### src/rtl/pipe_pkg.sv
`default_nettype none
// ============================================================================
//  Module      : pipe_pkg
//  Description : Shared types and constants for the skid-buffered pipe stage.
//  Revision    : 1.0 - initial release
// ============================================================================
package pipe_pkg;

  typedef enum logic [1:0] {
    EMPTY = 2'b00,
    BUSY  = 2'b01,
    FULL  = 2'b10
  } skid_state_t;

  localparam int SKID_DEPTH = 2;
  localparam int COUNT_W    = $clog2(SKID_DEPTH + 1);

  // Number of payloads held in each state; the unused encoding reports zero.
  function automatic logic [COUNT_W-1:0] state_count(input skid_state_t s);
    logic [COUNT_W-1:0] n;
    n = '0;
    case (s)
      BUSY:    n = COUNT_W'(1);
      FULL:    n = COUNT_W'(2);
      default: n = '0;
    endcase
    return n;
  endfunction

endpackage : pipe_pkg
`default_nettype wire

### src/rtl/register.sv
`default_nettype none
// ============================================================================
//  Module      : register
//  Description : Write-enabled storage register, cleared by synchronous reset.
//  Revision    : 1.0 - initial release
// ============================================================================
module register #(
  parameter int WIDTH = 32
) (
  input  logic             clk,
  input  logic             reset,
  input  logic             writeEnable,
  input  logic [WIDTH-1:0] dataIn,
  output logic [WIDTH-1:0] dataOut
);

  logic [WIDTH-1:0] data_q;
  logic [WIDTH-1:0] data_d;

  always_comb begin
    data_d = data_q;
    if (writeEnable) begin
      data_d = dataIn;
    end
  end

  always_ff @(posedge clk) begin
    if (reset) begin
      data_q <= '0;
    end else begin
      data_q <= data_d;
    end
  end

  assign dataOut = data_q;

endmodule : register
`default_nettype wire

### src/rtl/pipe_skid_reg.sv
`default_nettype none
// ============================================================================
//  Module      : pipe_skid_reg
//  Description : Pipeline-stage register with valid/ready handshake and a
//                one-entry skid buffer; in_ready depends on state only.
//  Revision    : 1.0 - initial release
// ============================================================================
module pipe_skid_reg
  import pipe_pkg::*;
#(
  parameter int WIDTH = 32
) (
  input  logic             clk,
  input  logic             reset,
  input  logic             flush,
  input  logic             in_valid,
  output logic             in_ready,
  input  logic [WIDTH-1:0] in_data,
  output logic             out_valid,
  input  logic             out_ready,
  output logic [WIDTH-1:0] out_data,
  output logic [1:0]       count
);

  skid_state_t      state_q;
  skid_state_t      state_d;

  logic             w_in_fire;
  logic             w_out_fire;
  logic             w_main_we;
  logic             w_skid_we;
  logic [WIDTH-1:0] w_main_din;
  logic [WIDTH-1:0] w_skid_dout;

  // All outputs decode registered state only.
  assign in_ready  = (state_q == EMPTY) || (state_q == BUSY);
  assign out_valid = (state_q == BUSY)  || (state_q == FULL);
  assign count     = state_count(state_q);

  assign w_in_fire  = in_valid  & in_ready;
  assign w_out_fire = out_valid & out_ready;

  always_comb begin
    state_d    = state_q;
    w_main_we  = 1'b0;
    w_skid_we  = 1'b0;
    w_main_din = in_data;

    case (state_q)
      EMPTY: begin
        if (w_in_fire) begin
          state_d   = BUSY;
          w_main_we = 1'b1;
        end
      end
      BUSY: begin
        if (w_in_fire && w_out_fire) begin
          w_main_we = 1'b1;
        end else if (w_in_fire) begin
          state_d   = FULL;
          w_skid_we = 1'b1;
        end else if (w_out_fire) begin
          state_d = EMPTY;
        end
      end
      FULL: begin
        w_main_din = w_skid_dout;
        if (w_out_fire) begin
          state_d   = BUSY;
          w_main_we = 1'b1;
        end
      end
      default: begin
        state_d = EMPTY;
      end
    endcase

    // Flush drops everything held; data registers keep stale contents.
    if (flush) begin
      state_d   = EMPTY;
      w_main_we = 1'b0;
      w_skid_we = 1'b0;
    end
  end

  always_ff @(posedge clk) begin
    if (reset) begin
      state_q <= EMPTY;
    end else begin
      state_q <= state_d;
    end
  end

  register #(
    .WIDTH (WIDTH)
  ) u_main_reg (
    .clk         (clk),
    .reset       (reset),
    .writeEnable (w_main_we),
    .dataIn      (w_main_din),
    .dataOut     (out_data)
  );

  register #(
    .WIDTH (WIDTH)
  ) u_skid_reg (
    .clk         (clk),
    .reset       (reset),
    .writeEnable (w_skid_we),
    .dataIn      (in_data),
    .dataOut     (w_skid_dout)
  );

endmodule : pipe_skid_reg
`default_nettype wire
### config.mk
export PLATFORM = sky130hd
export DESIGN_NAME = pipe_skid_reg
export DESIGN_NICKNAME = d
export VERILOG_FILES = /design/src/rtl/pipe_pkg.sv /design/src/rtl/register.sv /design/src/rtl/pipe_skid_reg.sv
export SDC_FILE = /design/constraint.sdc
export NUM_CORES = 1
export LEC_CHECK = 0
export ABC_CLOCK_PERIOD_IN_PS = 2000
export CAP_MARGIN = 20
export CELL_PAD_IN_SITES_DETAIL_PLACEMENT = 0
export CELL_PAD_IN_SITES_GLOBAL_PLACEMENT = 1
export CORE_MARGIN = 4
export CORE_UTILIZATION = 32
export CTS_CLUSTER_SIZE = 16
export DETAILED_ROUTE_END_ITERATION = 10
export PLACE_DENSITY_LB_ADDON = 0.1
export SYNTH_ARGS = -nofsm -noshare
export SYNTH_HDL_FRONTEND = slang
export SYNTH_SLANG_ARGS = --single-unit
### constraint.sdc
create_clock -name clk -period 2 [get_ports clk]
set_input_delay 0.4 -clock clk [delete_from_list [all_inputs] [get_ports clk]]
set_output_delay 0.4 -clock clk [all_outputs]
set_load 0.01 [all_outputs]
==> impl_metrics.ini, run 1 <==
[power_and_ir_drop]
p_seq_frac = 0.456
pwr-share-comb = 0.154
pwr-share-clk = 0.390
ir_worst_vdd_mv = 0.370
power.leakage_uw = 0.00137
pwr_density_cell_nw_per_um2 = 764
swShare = 0.240
power.internal_uw = 2340
total_power_uw = 3080
power.switching_uw = 739

[routing]
first_pass_iters = 4
avgRoutedWirePerCell_um = 14.1
ant_nets = 0
vias = 2380
drc = 0
wl_mm = 7.11
via_per_inst = 4.73
drt_iter0_drc = 90

[logic_synthesis]
synth_cell_types = 24
seq_area_frac_synth = 0.480
synth_edf_count = 0
synth_most_common_cell = dfxtp_1
synth_top_area_share = 0.480
syn_avg_cell_area_um2 = 8.85
yosysTopAreaCell = dfxtp_1
synth.cell_area_um2 = 2750
yosysWarnings = 0
synthTopCellsByCount = dfxtp_1, nand2_1, a21oi_1, nor2_1, a211oi_1
synth_seq_cells = 66
ys.flop_type = dfxtp_1
synth_nets = 354
yosys-top-cells-area = dfxtp_1, mux2i_1, a211oi_1
syn_inst = 311
synthArstFlopShare = 0

[clock_tree]
tritoncts = done
cts_root_buffer = clkbuf_8
clk_latency_ns = 0.33
clkTransAtPathRegs_ns = 0.07
postCtsHoldBufs = 0
ctsHtreeMaxLevel = 3
cts_buffer_depth = 2
cts-buffers-inserted = 9
cts_sinks = 66

[critical_path]
critical_path_class = flop to output port
crit_required_ns = 1.60
slowest_stage = clkdlybuf4s50_1
crit_path_start_kind = flop
crit_fanout = 5
crit_buf_inv = 2
worstPathArrival_ns = 1.59
cp_cell_sequence = inv_1 > ha_4 > clkdlybuf4s50_1
crit_family = buffers and inverters
worstSetupEndpointType = output port
max_stage_delay_ns = 0.53

[grt]
grt_overflow = 0
antenna_found_initial = 0
grt_pass1_wl_mm = 10.7
grt_use_total = 0.135
grt_max_degree = 66
grt_pass1_vias = 2256

[layout]
fill_cells = 821
nNetsFinal = 436
area_growth_pct = 46.6
antenna_cells = 0
layout-drive-gt1-share = 0.123

[die]
die_h_um = 101
io_pins = 73
die_area_um2 = 10100
coreArea_um2 = 8300
die-width_um = 101
fp-row-count = 33
start_util = 0.332

[hold_path]
worstHoldPathType = flop to flop

[outcome]
status = finished clean

[sta]
max-slew-margin-rel = 0.756
finalSetupViolations = 0
hold_violations = 0
worst_slew_pin_slew_ns = 0.366
tns_ns = 0
finalCriticalPeriod_ns = 1.99
drv_slew = 0
fmax_mhz = 503
rsz0062_at_grt = true
min_period_over_period = 0.993
fin_skew_ns = 0.00820

[place]
hpwl_mm = 4.34
gp_congestion = 0.771
io_buffers = 72

[run]
drv_cap = 0
## power groups by stage
stage	registers, µW	clock network (µW)	logic (µW)
global placement	1440	0	435
global route	1410	1300	517
CTS	1410	1240	439
floorplan	1460	0	173
finish	1410	1200	474
detailed placement	1440	0	440
## timing repair
action | CTS | global route
resized for setup | 6 | 8
setup buffers | 0 | 4
pin swaps | 0 | 2
gates cloned | 0 | 3
endpoints found under the setup margin | 5 | 20
## through the flow
stage	utilization	cell area, µm²	setup slack, ns	instances	hold WS [ns]
5_1_grt	0.486	4030	-0.0517	503	0.470
4_1_cts	0.469	3890	-0.00405	496	0.457
3_3_place_gp	0.443	3670	-0.0166	480	0.441
3_5_place_dp	0.443	3670	-0.0617	480	0.446
2_1_floorplan	-	2750	0.0438	311	0.436
6_report	0.486	4030	0.0136	503	0.454
## kinds of logic after synthesis
group | synth area share
mux | 0.116
simple gates | 0.148
buf+inv | 0.0455
compound gates | 0.182
flops | 0.480
fa+ha+maj | 0.0273
## layout make-up
type / count / area [µm²] / share of cell area
clock buffer: 11 / 131 / 0.0326
clock inverter: 5 / 78.8 / 0.0195
inverter: 3 / 11.3 / 0.00279
multi-input combinational: 219 / 1360 / 0.336
sequential: 66 / 1330 / 0.329
tap: 105 / 131 / 0.0326
timing repair buffer: 94 / 997 / 0.247
## routing by layer
| layer | track usage | part of all wire | routed length, µm |
|---|---|---|---|
| met5 | 0 | 0 | 0 |
| met4 | 0.0394 | 0.0091 | 65 |
| met3 | 0.0498 | 0.052 | 368 |
| met2 | 0.212 | 0.47 | 3350 |
| met1 | 0.174 | 0.47 | 3320 |
## placed cells by master (no fill, tap or decap), drive strengths merged
cell type,n
clkdlybuf4s50,69
dfxtp,66
nand2,65
nor2,34
a21oi,34
a211oi,34
mux2i,32
buf,20
clkbuf,14
ha,6
o21a,3
inv,3
clkinv,3
nand2b,2
bufinv,2
dlygate4sd2,2
or2,1
nand4,1
a22oi,1
a211o,1
o221a,1
o21ai,1
o221ai,1
nor4,1
nor3,1
## worst reg2reg max path: cells and delay by family (launching register included)
kind	cells	cell delay, ns
buf+inv	4	0.59
compound gates	2	0.43
flops	1	0.37
fa+ha+maj	1	0.30
simple gates	1	0.15
## path summary, 6_finish.rpt
check / slack [ns] / from / to / depth (start not counted)
worst max-delay path: 0.01 / state_q[0]$_SDFFE_PP0P_ / count[1] / 3
worst min-delay path: 0.45 / u_skid_reg.dataOut[27]$_SDFFE_PP0P_ / u_skid_reg.dataOut[27]$_SDFFE_PP0P_ / 2
worst max register to register: 0.05 / state_q[0]$_SDFFE_PP0P_ / u_main_reg.dataOut[19]$_SDFFE_PP0P_ / 8
worst min register to register: 0.45 / u_skid_reg.dataOut[27]$_SDFFE_PP0P_ / u_skid_reg.dataOut[27]$_SDFFE_PP0P_ / 2
## flip-flops by register name, summed over array words and instances (netlist names)
| register | flops |
|---|---|
| state_q | 2 |
| u_main_reg.dataOut | 32 |
| u_skid_reg.dataOut | 32 |
No activity file was read; power rests on OpenSTA's default activity.
==> inputs of run 2 (changes only) <==
Settings changed: SLEW_MARGIN set to 10.
==> results of run 2 <==
The final DEF is identical to that of run 1; final timing and power are the same.
==> inputs of run 3 (changes only) <==
Settings changed: CORE_MARGIN 4 to not set.
==> run 3 against run 2 <==
Combinational power increased by 5.7%. Sequential share of layout area decreased by 0.69 points. Die area decreased by 12%. Largest power group unchanged. Register-to-register slack improved by 0.03 ns. Highest routed layer unchanged. Design area increased by 2.0%.
==> impl_metrics.ini, run 3 (synthesis results as in run 1) <==
[outcome]
status = finished clean

[layout]
final_common_cell = clkdlybuf4s50_1
final_cells = 508
nNetsFinal = 441
layout-drive-gt1-share = 0.174
multi_input_area_um2 = 1420
mostFrequentLayoutCells = clkdlybuf4s50_1, nand2_1, dfxtp_1
seq_area_um2 = 1330
fill_cells = 806
utilization = 0.498
area_growth_pct = 49.5
antenna_cells = 0

[sta]
drv_slew = 0
hold_violations = 0
fmax_mhz = 518
finalCriticalPeriod_ns = 1.93
worst_slew_pin_slew_ns = 0.393
max-slew-margin-rel = 0.738
rsz0062_at_grt = true
whs_ns = 0.435
min_period_over_period = 0.966
finalSetupViolations = 0
fin_skew_ns = 0.00828

[routing]
first_pass_iters = 4
via_per_inst = 4.77
drc = 0
ant_nets = 0
avgRoutedWirePerCell_um = 14.3
vias = 2421
drt_iter0_drc = 92
wl_mm = 7.25

[grt]
grt_pass1_wl_mm = 10.7
grt-busiest-layer = met2
grt_max_degree = 51
grt_overflow = 0
grt_util_met3 = 0.0378
use_met2 = 0.250
grt.met1_usage = 0.197
antenna_found_initial = 0
grt_use_total = 0.154
grt_pass1_vias = 2178

[clock_tree]
ctsHtreeMaxLevel = 3
cts-buffers-inserted = 9
postCtsHoldBufs = 0
clk_latency_ns = 0.34
cts_buffer_depth = 2
cts_sinks = 66
tritoncts = done
clkTransAtPathRegs_ns = 0.08
cts_root_buffer = clkbuf_8

[place]
post-place-cells = 480
io_buffers = 72
hpwl_mm = 4.29
gp_congestion = 0.702

[critical_path]
crit_fanout = 5
worstPathArrival_ns = 1.53
critical_path_class = flop to output port
crit_path_start_kind = flop
crit_required_ns = 1.60
worstSetupEndpointType = output port

[power_and_ir_drop]
total_power_uw = 3120
ir_worst_vdd_mv = 0.383
pwr_density_cell_nw_per_um2 = 759
power.leakage_uw = 0.00140

[die]
io_pins = 73
start_util = 0.333
fp-row-count = 33
coreArea_um2 = 8260
die-width_um = 94.7
die_h_um = 94.7
die_area_um2 = 8970

[hold_path]
worstHoldPathType = input pin to flop

[run]
drv_cap = 0
run 3: cell count changes in the layout (fill, tap and decap cells not counted), moves of 3 or more:
| cell | change |
|---|---|
| buf_4 | +5 |
| a211oi_1 | -11 |
| nor2_1 | -3 |
| a211oi_2 | +11 |
| nor2_2 | +3 |
run 3: what timing repair did:
item                       CTS  global route
gates cloned                 0             3
setup buffers                0             9
resized for setup            7            28
setup endpoints to repair    4            33
pin swaps                    0            20
run 3: final cells by class:
class	instances	share of cell area
flip-flops and latches	66	0.322
multi-input cells	219	0.345
inverters	3	0.00365
well taps	105	0.0319
clock buffers	11	0.0319
clock inverters	5	0.0192
repair buffers	99	0.246
run 3: metrics by stage:
| step | cell area [µm²] | worst slack (ns) | setup TNS [ns] |
|---|---|---|---|
| CTS | 3870 | 0.0141 | 0 |
| finish | 4110 | 0.0690 | 0 |
| detailed placement | 3650 | -0.129 | -2.72 |
| global route | 4110 | -0.0765 | -1.05 |
| floorplan | 2750 | 0.0438 | 0 |
| global placement | 3650 | -0.0419 | -1.04 |
run 3: worst paths after layout:
path                                                     startpoint                                   to  slack, ns  cells past startpoint
worst max register to register              state_q[0]$_SDFFE_PP0P_   u_main_reg.dataOut[9]$_SDFFE_PP0P_       0.08                      8
worst max-delay path                        state_q[0]$_SDFFE_PP0P_                             count[1]       0.07                      3
worst min-delay path                                          reset  u_skid_reg.dataOut[20]$_SDFFE_PP0P_       0.43                      2
worst min register to register  u_skid_reg.dataOut[23]$_SDFFE_PP0P_  u_skid_reg.dataOut[23]$_SDFFE_PP0P_       0.45                      2
run 3: per-layer routing:
| layer | part of all wire | routed length [µm] | up-vias |
|---|---|---|---|
| met5 | 0 | 0 | - |
| met2 | 0.45 | 3290 | 55 |
| met3 | 0.046 | 332 | 10 |
| met1 | 0.49 | 3520 | 1107 |
| met4 | 0.014 | 98 | 0 |
| li1 | - | - | 1249 |
run 3: report_power, final:
part | switching (µW) | leakage, µW | internal, µW
combinational | 223 | 0.000754 | 278
sequential | 34.0 | 0.000539 | 1370
clock | 509 | 0.000107 | 701
run 3: worst max-delay path, cell delays in order, from the launching register on:
cell	delay, ns
dfxtp_4	0.39
clkinvlp_4	0.14
ha_4	0.20
clkdlybuf4s50_1	0.47
